===== src/rtl/noc_output_scheduler_if.sv =====
// Handshake bundle between the requesters/downstream (master) and the output scheduler (slave).
// ARB_GRANT_COUNT_EN adds the per-requester grant-count bus.
interface noc_output_scheduler_if #(
  parameter int WIDTH = 11,
  parameter int NREQ  = 5,
  parameter int ID_W  = 3
`ifdef ARB_GRANT_COUNT_EN
  , parameter int CNT_W = 16
`endif
);
  logic [NREQ-1:0]       in_valid;
  logic [NREQ*WIDTH-1:0] in_data;
  logic [NREQ-1:0]       in_ready;
  logic                  out_valid;
  logic [WIDTH-1:0]      out_data;
  logic [ID_W-1:0]       out_src;
  logic                  out_ready;
  logic [ID_W-1:0]       rr_ptr;
`ifdef ARB_GRANT_COUNT_EN
  logic [NREQ*CNT_W-1:0] grant_cnt;

  modport master (
    output in_valid, in_data, out_ready,
    input  in_ready, out_valid, out_data, out_src, rr_ptr, grant_cnt
  );
  modport slave (
    input  in_valid, in_data, out_ready,
    output in_ready, out_valid, out_data, out_src, rr_ptr, grant_cnt
  );
`else
  modport master (
    output in_valid, in_data, out_ready,
    input  in_ready, out_valid, out_data, out_src, rr_ptr
  );
  modport slave (
    input  in_valid, in_data, out_ready,
    output in_ready, out_valid, out_data, out_src, rr_ptr
  );
`endif
endinterface


===== src/rtl/noc_output_scheduler.sv =====
// Round-robin scheduler for one router output port with a single registered output stage.
// Define ARB_GRANT_COUNT_EN to add saturating per-requester grant counters.
module noc_output_scheduler #(
  parameter int WIDTH = 11,
  parameter int NREQ  = 5,
  parameter int ID_W  = 3
`ifdef ARB_GRANT_COUNT_EN
  , parameter int CNT_W = 16
`endif
) (
  input  logic                   clk,
  input  logic                   rst_n,
  noc_output_scheduler_if.slave  bus
);

  logic [WIDTH-1:0] pkt [NREQ];
  logic [ID_W-1:0]  ptr_q, ptr_d;
  logic             out_valid_q, out_valid_d;
  logic [WIDTH-1:0] out_data_q, out_data_d;
  logic [ID_W-1:0]  out_src_q, out_src_d;
  logic [ID_W-1:0]  sel;
  logic             any_valid;
  logic             load;
  logic             grant;

  generate
    for (genvar gi = 0; gi < NREQ; gi++) begin : g_pkt
      assign pkt[gi] = bus.in_data[gi*WIDTH +: WIDTH];
    end
  endgenerate

  // Scan from the highest rotated offset down so the last hit is the first in pointer order.
  always_comb begin
    int idx;
    idx       = 0;
    sel       = '0;
    any_valid = 1'b0;
    for (int k = NREQ-1; k >= 0; k--) begin
      idx = int'(ptr_q) + k;
      if (idx >= NREQ) idx = idx - NREQ;
      if (bus.in_valid[idx]) begin
        any_valid = 1'b1;
        sel       = ID_W'(idx);
      end
    end
  end

  assign load  = ~out_valid_q | bus.out_ready;
  assign grant = load & any_valid;

  generate
    for (genvar gi = 0; gi < NREQ; gi++) begin : g_ready
      assign bus.in_ready[gi] = rst_n & grant & (sel == ID_W'(gi));
    end
  endgenerate

  always_comb begin
    ptr_d       = ptr_q;
    out_valid_d = out_valid_q & ~bus.out_ready;
    out_data_d  = out_data_q;
    out_src_d   = out_src_q;
    if (grant) begin
      out_valid_d = 1'b1;
      out_data_d  = pkt[sel];
      out_src_d   = sel;
      ptr_d       = (sel == ID_W'(NREQ-1)) ? '0 : sel + ID_W'(1);
    end
  end

  always_ff @(posedge clk) begin
    if (!rst_n) begin
      ptr_q       <= '0;
      out_valid_q <= 1'b0;
      out_data_q  <= '0;
      out_src_q   <= '0;
    end else begin
      ptr_q       <= ptr_d;
      out_valid_q <= out_valid_d;
      out_data_q  <= out_data_d;
      out_src_q   <= out_src_d;
    end
  end

  assign bus.out_valid = out_valid_q;
  assign bus.out_data  = out_data_q;
  assign bus.out_src   = out_src_q;
  assign bus.rr_ptr    = ptr_q;

`ifdef ARB_GRANT_COUNT_EN
  generate
    for (genvar gi = 0; gi < NREQ; gi++) begin : g_cnt
      logic [CNT_W-1:0] cnt_q, cnt_d;

      always_comb begin
        cnt_d = cnt_q;
        if (grant && (sel == ID_W'(gi)) && (cnt_q != {CNT_W{1'b1}}))
          cnt_d = cnt_q + CNT_W'(1);
      end

      always_ff @(posedge clk) begin
        if (!rst_n) cnt_q <= '0;
        else        cnt_q <= cnt_d;
      end

      assign bus.grant_cnt[gi*CNT_W +: CNT_W] = cnt_q;
    end
  endgenerate
`endif

endmodule


===== src/flat_wrapper.sv =====
// flat-port wrapper written by rule: the top's interface ports become plain ports
module noc_output_scheduler_flat 
#(
  parameter int WIDTH = 11,
  parameter int NREQ  = 5,
  parameter int ID_W  = 3

)
  (clk, rst_n, bus_in_valid, bus_in_data, bus_out_ready, bus_in_ready, bus_out_valid, bus_out_data, bus_out_src, bus_rr_ptr);
  noc_output_scheduler_if #(.WIDTH(WIDTH), .NREQ(NREQ), .ID_W(ID_W)) bus_i ();
  input  logic clk;
  input  logic rst_n;
  input wire logic [$bits(bus_i.in_valid)-1:0] bus_in_valid;
  input wire logic [$bits(bus_i.in_data)-1:0] bus_in_data;
  input wire logic [$bits(bus_i.out_ready)-1:0] bus_out_ready;
  output wire logic [$bits(bus_i.in_ready)-1:0] bus_in_ready;
  output wire logic [$bits(bus_i.out_valid)-1:0] bus_out_valid;
  output wire logic [$bits(bus_i.out_data)-1:0] bus_out_data;
  output wire logic [$bits(bus_i.out_src)-1:0] bus_out_src;
  output wire logic [$bits(bus_i.rr_ptr)-1:0] bus_rr_ptr;
  assign bus_i.in_valid = bus_in_valid;
  assign bus_i.in_data = bus_in_data;
  assign bus_i.out_ready = bus_out_ready;
  assign bus_in_ready = bus_i.in_ready;
  assign bus_out_valid = bus_i.out_valid;
  assign bus_out_data = bus_i.out_data;
  assign bus_out_src = bus_i.out_src;
  assign bus_rr_ptr = bus_i.rr_ptr;
  noc_output_scheduler #(.WIDTH(WIDTH), .NREQ(NREQ), .ID_W(ID_W)) u_core (.clk(clk), .rst_n(rst_n), .bus(bus_i));
endmodule

===== config.mk =====
export PLATFORM = sky130hd
export DESIGN_NAME = noc_output_scheduler_flat
export DESIGN_NICKNAME = d
export VERILOG_FILES = /design/src/rtl/noc_output_scheduler_if.sv /design/src/rtl/noc_output_scheduler.sv /design/src/flat_wrapper.sv
export SDC_FILE = /design/constraint.sdc
export NUM_CORES = 1
export LEC_CHECK = 0
export ABC_AREA = 0
export ABC_CLOCK_PERIOD_IN_PS = 4200
export CAP_MARGIN = 25
export CORE_AREA = 2 2 77 79
export DETAILED_ROUTE_END_ITERATION = 12
export DIE_AREA = 0 0 79 81
export PLACE_DENSITY = 0.76
export SYNTH_ARGS = -nofsm -noshare
export SYNTH_HDL_FRONTEND = slang
export SYNTH_SLANG_ARGS = --single-unit

===== constraint.sdc =====
create_clock -name clk -period 4.2 [get_ports clk]
set_input_delay 0.42 -clock clk [delete_from_list [all_inputs] [get_ports clk]]
set_output_delay 0.42 -clock clk [all_outputs]
set_load 0.02 [all_outputs]

[After elaboration in Yosys (flattened, before gate mapping)]
Cells that the tools add are included.
Storage, ports and cells
  flip-flop bits (word level): 18
  bits in latches: 0
  memory bits (writable): 0
  memory bits (read-only): 0
  input bits: 63
  output and inout bits: 23
  memories: 0
Operators by class
  add/sub/neg operators: 10
  multiply operators: 0
  divide/modulo/power cells: 0
  order comparisons: 11
  equality and inequality tests: 4
  shift operators: 0
  muxes and demuxes: 35
  bitwise gates (word level): 12
  reductions and logical operators: 1
Operators by type and width (count)
  $lt 32x5->1 const B: 5
  $mux 32: 5
  $ge 32x4->1 const B: 4
  $sub 32x4->32 const B: 4
  $bmux 11 s3: 1
  $mux 11: 2
  $mux 3: 6
  $mux 1: 16
  $bmux 1 s3: 5
  $add 3x2->4 const B: 2
  $and 1x1->1: 8
  $eq 3x2->1 const B: 2
  $add 3x1->4 const B: 1
  $add 3x3->4 const B: 1
  $ge 4x4->1 const B: 1
  $not 3->4: 1
  $sub 3x3->4 const B: 1
  $add 3x1->3 const B: 1
  $eq 3x1->1 const B: 1
  $eq 3x3->1 const B: 1
  $ge 3x3->1 const B: 1
  $logic_not 3->1: 1
  $not 1->1: 2
  $or 1x1->1: 1

[Logic depth before layout (Yosys ltp)]
Gate-level depths: netlist of run 1.
  word-level depth: 15
  gate-level depth with buffers: 16
  depth with buffers taken out: 13

[Worst setup path after synthesis of run 1]
Ideal clock, no wire load.
  path kind: register -> output
  start point: register u_core.ptr_q[1], in the netlist u_core.bus.rr_ptr[1]
  end point: output bus_in_ready[0]
  arrival time: 4.036 ns
  path slack: -0.256 ns
  stages on the path, launching flop included: 13
  buffers on the path: 2
  cell sequence: dfxtp_1 -> clkbuf_1 -> inv_1 -> ha_1 -> ha_1 -> a21boi_2 -> nor3_1 -> or4_4 -> or2_1 -> a311oi_1 -> o21ai_1 -> clkbuf_1 -> nor4_1
On the way
  longest elaborated chain between the ends: 14
RTL lines
  from (decl): line noc_output_scheduler.sv:17  | logic [ID_W-1:0] ptr_q, ptr_d;
  from (signal assigned): line noc_output_scheduler.sv:77  | ptr_q <= ptr_d;
  $add 3x3->4: line noc_output_scheduler.sv:39  | idx = int'(ptr_q) + k;
  $sub 32x4->32 or $ge 32x4->1 (tied branches): line noc_output_scheduler.sv:40  | if (idx >= NREQ) idx = idx - NREQ;
  $mux 32: line noc_output_scheduler.sv:40
  $bmux 1 s3: line noc_output_scheduler.sv:41  | if (bus.in_valid[idx]) begin
  $mux 1 (implied by the code) (2 in series): line noc_output_scheduler.sv:41
  $mux 1 (5 in series): line noc_output_scheduler.sv:41
  $and 1x1->1: line noc_output_scheduler.sv:49  | assign grant = load & any_valid;
  $and 1x1->1: line noc_output_scheduler.sv:53  | assign bus.in_ready[gi] = rst_n & grant & (sel == ID_W'(gi));
  $and 1x1->1 (*): line noc_output_scheduler.sv:53
  to (decl): line flat_wrapper.sv:16  | output wire logic [$bits(bus_i.in_ready)-1:0] bus_in_ready;
Every way passes the cells marked *; elsewhere a longest branch is shown, timed or not. The select of a mux whose other input is x is not followed.

[Final worst setup path of run 1]
  start point: register u_core.ptr_q[0], in the netlist u_core.bus.rr_ptr[0]
  end point: output bus_in_ready[4]
The elaborated chain is that of the path after synthesis.

==> run_results.csv, run 1 <==
group,metric,value,unit
run_status,status,"complete, no violations",
critical_path,criticalPathCategory,"reg2out",
synthesis,ys_async_sr_fraction,0,
synthesis,synthAdderAreaFrac,0.0654,
clock_tree,cts_buffers,3,
critical_path,endpoint_kind,"output port",
drt,post_drt_via_cell_ratio,5.73,
global_routing,grt-ovfl-total,0,
clock_tree,clkSinkCount,18,
placed_design,place_inst,464,
placed_design,pre_cts_slack,0.196,ns
global_routing,grt_pass1_vias,2657,
timing,finalCritPeriodShare,0.956,
synthesis,ys.flop_type,"dfxtp_1",
synthesis,synthXorXnorAreaFrac,0.0182,
finish,n_antenna_cell,0,
critical_path,worstPathArrival,3.60,ns
timing,maxSlewHeadroom,0.637,
job,cap_violations,0,
floorplan,dieWidth,79,microns
floorplan,dieArea,6400,sq um
clock_tree,cts.root.buffer_cell,"clkbuf_8",
timing,min_period,4.02,ns
drt,ant_nets,0,
pwr,powerDensity,813,nW/um^2
synthesis,synth-compound-area-share,0.288,
clock_tree,path_clk_slew,0.07,ns
placed_design,io_buffers,85,
finish,final_layout_size_suffix_gt1_frac,0.203,
timing,rsz0062_at_grt,"false",
synthesis,synth_edf_count,0,
pwr,power.ir.vdd_worst,0.520,mV
floorplan,rows,28,
global_routing,grt_usage,0.248,
synthesis,netlist_instances,297,
timing,skew,0.00532,ns
timing,worst_slew_pin_slew,0.543,ns
drt,drt_iter0_markers,112,
drt,dr.pass1.iters,4,
pwr,p_leak,1.34,nW
clock_tree,cts_tree,"yes",
timing,max_freq,249,MHz
drt,avgRoutedWirePerCell,16.5,microns
clock_tree,cts_buffer_depth,2,
synthesis,yosysSeqAreaShare,0.149,
floorplan,core,5680,sq um
timing,slew_viol_final,0,
critical_path,r2r-start,"u_core.bus.rr_ptr[1]",
synthesis,syn-num-nets,372,
floorplan,io-pin-count,86,
drt,drc,0,
hold_path,worstHoldStart,"u_core.bus.out_src[1]",
timing,finalSetupViolCount,0,
global_routing,grt_max_degree,33,
synthesis,synth_top_family_by_area,"compound AO/OA/AOI/OAI gates",
timing,hold_violations,0,
drt,vias,2694,
critical_path,startpoint,"u_core.bus.rr_ptr[0]",
placed_design,post-dp-hpwl,6040,microns
critical_path,cp_max_fo,10,
timing,fin_ws,0.185,ns
global_routing,grt_pass1_wl,12700,microns
critical_path,start_kind,"flip-flop",
clock_tree,clock_latency,0.26,ns
finish,fin_nets,471,
drt,wirelength,7760,microns
finish,stdcell_count,470,
synthesis,synth.avg_cell_area,8.12,sq um
finish,area_growth,47.4,%
finish,final_common_cell,"clkdlybuf4s50_1",
synthesis,yosys_warnings,0,
synthesis,ys_ff_latch,18,
finish,mostFrequentLayoutCells,"clkdlybuf4s50_1 (81), nand2_1 (38), buf_4 (28)",
global_routing,antenna_found_initial,0,
critical_path,cp.required,3.78,ns
floorplan,die_h,81,microns
placed_design,place_congestion,1.02,
floorplan,initial_core_util,0.425,
synthesis,syn_area,2410,sq um
finish,fin_util,0.626,
synthesis,synthMuxAreaShare,0.155,
synthesis,synth_cell_types,65,
synthesis,synthSimpleGateAreaFrac,0.259,
clock_tree,htree_levels,1,
hold_path,hp-class,"reg2reg",
## worst max-delay path, stage by stage (launching register included)
cell and delay (ns):
dfxtp_1 0.35, inv_2 0.04, buf_4 0.17, ha_1 0.23
nand2b_1 0.19, a21boi_2 0.25, nor3_1 0.08, or4_4 0.56
or2_1 0.28, a41oi_2 0.21, nand2_1 0.17, nor2_1 0.16
clkdlybuf4s50_1 0.64
## metrics by stage
stage / power (mW) / setup TNS (ns) / cell area, sq um / hold WS, ns
finish: 2.89 / 0 / 3550 / 0.495
global route: 3.11 / 0 / 3550 / 0.517
CTS: 2.87 / -0.0304 / 3530 / 0.493
detailed placement: 2.66 / 0 / 3450 / 0.480
global placement: 2.64 / 0 / 3450 / 0.467
floorplan: 1.99 / -0.0545 / 2420 / 0.548
## what timing repair did
item | CTS | global route
endpoints found under the setup margin | 4 | 4
resized for setup | 7 | 9
endpoints found under the hold margin | 0 | 0
pin swaps | 1 | 0
hold buffers | 0 | 0
gates cloned | 0 | 0
setup buffers | 2 | 0
## registers in the layout (all words and copies together), names as in the netlist
signal and count:
u_core.bus.out_data 11, u_core.bus.out_src 3, u_core.bus.rr_ptr 3, u_core.bus.out_valid 1
## power breakdown
group          internal (mW)  switching [mW]  total [mW]
Combinational           1.12            1.35        2.47
Sequential             0.240          0.0322       0.272
Clock                 0.0833          0.0623       0.146
## synthesized netlist by cell type, types with 3 or more instances
master,n,area (sq um)
nand2_1,38,143
dfxtp_1,18,360
nor2_1,18,67.6
o21ai_0,16,80.1
nand3_1,15,75.1
mux2_1,14,158
a41oi_2,11,179
ha_1,11,138
a21oi_1,9,45.0
clkbuf_1,9,33.8
inv_1,9,33.8
mux2_2,9,101
nor2b_1,8,50.1
mux2i_1,7,70.1
a211oi_1,6,45.0
and3_1,5,31.3
buf_6,5,56.3
nand2b_1,5,31.3
o22ai_1,5,31.3
xnor2_1,5,43.8
buf_2,4,20.0
nor3_1,4,20.0
nor4_1,4,25.0
o211ai_1,4,30.0
o21a_1,4,30.0
a21oi_2,3,26.3
nor3b_1,3,22.5
## metal layers
metal | global-route usage | part of all wire | vias to the layer above
met3 | 0.0522 | 0.075 | 8
met1 | 0.294 | 0.41 | 1279
met5 | 0 | 0 | -
met4 | 0.0534 | 0.0090 | 0
met2 | 0.460 | 0.51 | 90
li1 | - | - | 1317
## cells by family after synthesis
group | after synthesis
simple gates | 119
compound gates | 82
mux | 32
buf+inv | 29
flops | 18
fa+ha+maj | 12
xor+xnor | 5
## path summary, 6_finish.rpt
kind | cells after the start | to | slack [ns]
setup / recovery | 12 | bus_in_ready[4] | 0.18
hold / removal | 2 | u_core.bus.out_src[1] | 0.49
setup reg to reg | 16 | u_core.bus.out_data[3] | 0.56
hold reg to reg | 2 | u_core.bus.out_src[1] | 0.49
## final cells by class
| cell class | instances | area (sq um) |
|---|---|---|
| repair buffers | 113 | 1060 |
| well taps | 75 | 93.8 |
| fillers | 524 | 2120 |
| inverters | 10 | 37.5 |
| multi-input cells | 250 | 1950 |
| clock buffers | 4 | 55.1 |
| flip-flops and latches | 18 | 360 |
(Power assumes the default switching activity.)
==> run 2, diff against run 1 <==
Settings changed: GPL_ROUTABILITY_DRIVEN set to 1, SKIP_CTS_REPAIR_TIMING set to 1.
==> run 2 against run 1 <==
- cell count up 0.43%
- fmax up 0.76%
- die area unchanged
- count of clock-buffer cells in the layout unchanged
- first-iteration DRC count up 13%
- via count up 0.85%
- critical path type unchanged
==> run_results.csv, run 2 (synthesis gave the netlist of run 1 again) <==
group,metric,value,unit
clock_tree,cts_tree,"yes",
timing,maxSlewHeadroom,0.651,
floorplan,io-pin-count,86,
global_routing,grt_usage,0.247,
pwr,p_sw,1.45,mW
clock_tree,path_clk_slew,0.07,ns
finish,final_common_cell,"clkdlybuf4s50_1",
timing,worst_slew_pin_slew,0.521,ns
finish,fin_nets,473,
global_routing,antenna_found_initial,0,
global_routing,grt_pass1_wl,12700,microns
timing,hold_violations,0,
placed_design,io_buffers,85,
drt,ant_nets,0,
timing,slew_viol_final,0,
clock_tree,clkSinkCount,18,
timing,tns,0,ns
drt,drt_iter0_markers,127,
critical_path,cp.required,3.78,ns
global_routing,grt_pass1_vias,2640,
pwr,swShare,0.496,
finish,multi_input_area,1940,sq um
pwr,share_seq_of_total_power,0.093,
pwr,p_clk_frac,0.049,
placed_design,place_congestion,1.02,
pwr,finalPower,2.93,mW
pwr,power.ir.vdd_worst,0.553,mV
floorplan,core,5680,sq um
clock_tree,cts_buffer_depth,2,
finish,n_antenna_cell,0,
timing,fin_ws,0.215,ns
critical_path,r2r-start,"u_core.bus.rr_ptr[0]",
drt,post_drt_via_cell_ratio,5.76,
clock_tree,cts.root.buffer_cell,"clkbuf_8",
floorplan,rows,28,
timing,skew,0.00755,ns
pwr,intPower,1.48,mW
finish,stdcell_count,472,
clock_tree,clock_latency,0.25,ns
timing,finalSetupViolCount,0,
critical_path,startpoint,"u_core.bus.rr_ptr[1]",
placed_design,place_inst,464,
hold_path,worstHoldStart,"u_core.bus.out_src[1]",
global_routing,grt-ovfl-total,0,
critical_path,cp_max_fo,13,
critical_path,criticalPathCategory,"reg2out",
run_status,status,"complete, no violations",
finish,largest_reg_flops,11,
timing,hold_slack,0.493,ns
timing,max_freq,251,MHz
finish,final_layout_size_suffix_gt1_frac,0.204,
timing,rsz0062_at_grt,"false",
floorplan,dieWidth,79,microns
placed_design,post-dp-hpwl,6040,microns
drt,wirelength,7820,microns
drt,avgRoutedWirePerCell,16.6,microns
finish,mostFrequentLayoutCells,"clkdlybuf4s50_1 (80), nand2_1 (38), buf_4 (30)",
timing,min_period,3.98,ns
finish,area_growth,48.5,%
critical_path,start_kind,"flip-flop",
drt,vias,2717,
floorplan,dieArea,6400,sq um
job,cap_violations,0,
drt,drc,0,
pwr,powerDensity,819,nW/um^2
finish,register_area,360,sq um
finish,fill_cells,520,
floorplan,initial_core_util,0.425,
drt,dr.pass1.iters,4,
critical_path,endpoint_kind,"output port",
critical_path,worstPathArrival,3.56,ns
clock_tree,cts_buffers,3,
clock_tree,htree_levels,1,
global_routing,grt_max_degree,33,
pwr,p_leak,1.40,nW
timing,finalCritPeriodShare,0.949,
pwr,power_frac_comb,0.858,
floorplan,die_h,81,microns
hold_path,hp-class,"reg2reg",
placed_design,pre_cts_slack,0.196,ns
==> run 2: cell count changes in the layout (fill, tap and decap cells not counted) <==
cell             change
dlygate4sd2_1        -1
buf_4                +2
clkbuf_2             -1
clkdlybuf4s50_1      -1
a211oi_2             -1
a211oi_1             +1
dlymetal6s2s_1       +3
nor2_2               +1
nor2_1               -1
==> run 2: cell type report <==
type	instances	share of cell area
multi-input cells	250	0.543
repair buffers	115	0.304
flip-flops and latches	18	0.101
well taps	75	0.0262
clock buffers	4	0.0154
inverters	10	0.0105
==> run 2: path summary, 6_finish.rpt <==
kind	slack [ns]	to	depth (start not counted)
setup reg to reg	0.57	u_core.bus.out_data[9]	13
hold / removal	0.49	u_core.bus.out_src[1]	2
hold reg to reg	0.49	u_core.bus.out_src[1]	2
setup / recovery	0.22	bus_in_ready[1]	13
==> run 2: through the flow <==
stage	utilization	cell area (sq um)
floorplan	-	2420
global placement	0.608	3450
detailed placement	0.608	3450
CTS	0.618	3510
global route	0.631	3580
finish	0.631	3580
==> run 2: power groups by stage <==
stage	combinational, mW	sequential [mW]	clock [mW]
floorplan	1.64	0.357	0
CTS	2.41	0.272	0.147
global placement	2.36	0.273	0
finish	2.52	0.274	0.143
global route	2.72	0.279	0.157
detailed placement	2.39	0.274	0
==> run 2: per-layer routing <==
layer / vias to the layer above / wire length [microns] / global-route usage
li1: 1318 / - / -
met1: 1279 / 3160 / 0.291
met2: 112 / 3980 / 0.454
met3: 8 / 618 / 0.0533
met4: 0 / 72 / 0.0603
met5: - / 0 / 0
==> run 2: worst max-delay path: stages, from the launching register on <==
cell and delay, ns:
dfxtp_1 0.33, buf_4 0.22, ha_1 0.22, inv_1 0.06, fa_1 0.43, a21oi_2 0.22
mux2i_1 0.13, o22ai_1 0.31, o211ai_2 0.14, a211oi_1 0.40, a311oi_4 0.12, buf_4 0.17
nor4_2 0.25, dlymetal6s2s_1 0.31
==> run 3, diff against run 2 <==
Settings changed: ABC_CLOCK_PERIOD_IN_PS 4200 to not set, REMOVE_ABC_BUFFERS set to 1.
==> run 3 against run 2 <==
- design area shrank 2.4%
- cell count shrank 2.1%
- largest cell class unchanged
- critical endpoint is now bus_in_ready[4]
- combinational power shrank 5%
==> run_results.csv, run 3 (synthesis gave the netlist of run 1 again) <==
group,metric,value,unit
timing,rsz0062_at_grt,"false",
critical_path,criticalPathCategory,"reg2out",
global_routing,grt_pass1_vias,2663,
finish,final_layout_size_suffix_gt1_frac,0.173,
drt,avgRoutedWirePerCell,17.0,microns
timing,hold_slack,0.505,ns
finish,largest_reg_flops,11,
clock_tree,path_clk_slew,0.07,ns
placed_design,pre_cts_slack,0.146,ns
placed_design,place_congestion,0.901,
timing,finalSetupViolCount,0,
clock_tree,htree_levels,1,
placed_design,place_inst,458,
pwr,powerDensity,807,nW/um^2
clock_tree,clock_latency,0.26,ns
floorplan,die_h,81,microns
drt,post_drt_via_cell_ratio,5.84,
finish,stdcell_count,462,
clock_tree,cts_tree,"yes",
floorplan,initial_core_util,0.425,
placed_design,io_buffers,85,
finish,fin_area,3490,sq um
floorplan,dieArea,6400,sq um
finish,fill_cells,548,
finish,n_antenna_cell,0,
clock_tree,cts_buffer_depth,2,
placed_design,post_dp_cell_area,3400,sq um
timing,tns,0,ns
timing,fin_ws,0.210,ns
pwr,power.ir.vdd_worst,0.487,mV
finish,fin_nets,463,
global_routing,grt_pass1_wl,12600,microns
critical_path,cp_max_fo,6,
clock_tree,clkSinkCount,18,
finish,final_common_cell,"clkdlybuf4s50_1",
timing,worst_slew_pin_slew,0.559,ns
finish,mostFrequentLayoutCells,"clkdlybuf4s50_1 (81), nand2_1 (38), buf_4 (20)",
drt,ant_nets,0,
finish,fin_util,0.616,
pwr,p_leak,1.34,nW
hold_path,hp-class,"reg2reg",
global_routing,grt-ovfl-total,0,
pwr,intPower,1.38,mW
timing,maxSlewHeadroom,0.626,
global_routing,grt_usage,0.244,
pwr,power_frac_comb,0.852,
pwr,p_sw,1.44,mW
floorplan,rows,28,
floorplan,io-pin-count,86,
timing,max_freq,251,MHz
timing,skew,0.00450,ns
pwr,finalPower,2.82,mW
floorplan,core,5680,sq um
drt,drc,0,
critical_path,worstPathArrival,3.57,ns
placed_design,post-dp-hpwl,5980,microns
drt,drt_iter0_markers,204,
timing,slew_viol_final,0,
clock_tree,cts_buffers,3,
critical_path,start_kind,"flip-flop",
finish,area_growth,44.9,%
critical_path,endpoint_kind,"output port",
timing,finalCritPeriodShare,0.950,
drt,dr.pass1.iters,4,
clock_tree,cts.root.buffer_cell,"clkbuf_8",
run_status,status,"complete, no violations",
pwr,p_clk_frac,0.051,
drt,wirelength,7860,microns
critical_path,cp.required,3.78,ns
floorplan,dieWidth,79,microns
global_routing,grt_max_degree,33,
global_routing,antenna_found_initial,0,
timing,min_period,3.99,ns
timing,hold_violations,0,
pwr,share_seq_of_total_power,0.097,
job,cap_violations,0,
pwr,swShare,0.510,
drt,vias,2698,
run 3: changes by cell type in the layout (fill, tap and decap cells not counted), sizes merged:
cell           delta
clkdlybuf4s50     +1
dlymetal6s2s      -1
buf              -10
run 3: routing by layer:
metal / up-vias / share of wire / global-route usage
li1: 1295 / - / -
met1: 1284 / 0.44 / 0.301
met2: 109 / 0.47 / 0.442
met3: 10 / 0.076 / 0.0533
met4: 0 / 0.012 / 0.0431
met5: - / 0 / 0
run 3: final timing paths:
kind | start | endpoint | slack, ns | cells after the start
worst max register to register | u_core.bus.rr_ptr[1] | u_core.bus.out_data[2] | 0.57 | 14
worst max-delay path | u_core.bus.rr_ptr[0] | bus_in_ready[4] | 0.21 | 11
worst min register to register | u_core.bus.out_src[1] | u_core.bus.out_src[1] | 0.51 | 2
worst min-delay path | u_core.bus.out_src[1] | u_core.bus.out_src[1] | 0.51 | 2
run 3: power groups by stage:
stage / Sequential, mW / Combinational, mW / Clock, mW
global route: 0.279 / 2.59 / 0.152
floorplan: 0.385 / 1.48 / 0
CTS: 0.273 / 2.36 / 0.146
global placement: 0.273 / 2.29 / 0
finish: 0.273 / 2.40 / 0.143
detailed placement: 0.274 / 2.34 / 0
run 3: worst max-delay path, cell delays in order, from the launching register on:
cell             delay (ns)
dfxtp_1                0.34
inv_2                  0.05
ha_2                   0.21
ha_2                   0.41
or2_2                  0.12
o21ai_0                0.12
or4_4                  0.59
or2_1                  0.28
a41oi_2                0.21
nand2_1                0.18
nor2_1                 0.17
clkdlybuf4s50_1        0.63
run 3: layout make-up:
cell class / instances / area, sq um / area share
flip-flops and latches: 18 / 360 / 0.103
multi-input cells: 250 / 1940 / 0.554
repair buffers: 105 / 1010 / 0.289
inverters: 10 / 37.5 / 0.0107
clock buffers: 4 / 55.1 / 0.0158
well taps: 75 / 93.8 / 0.0269
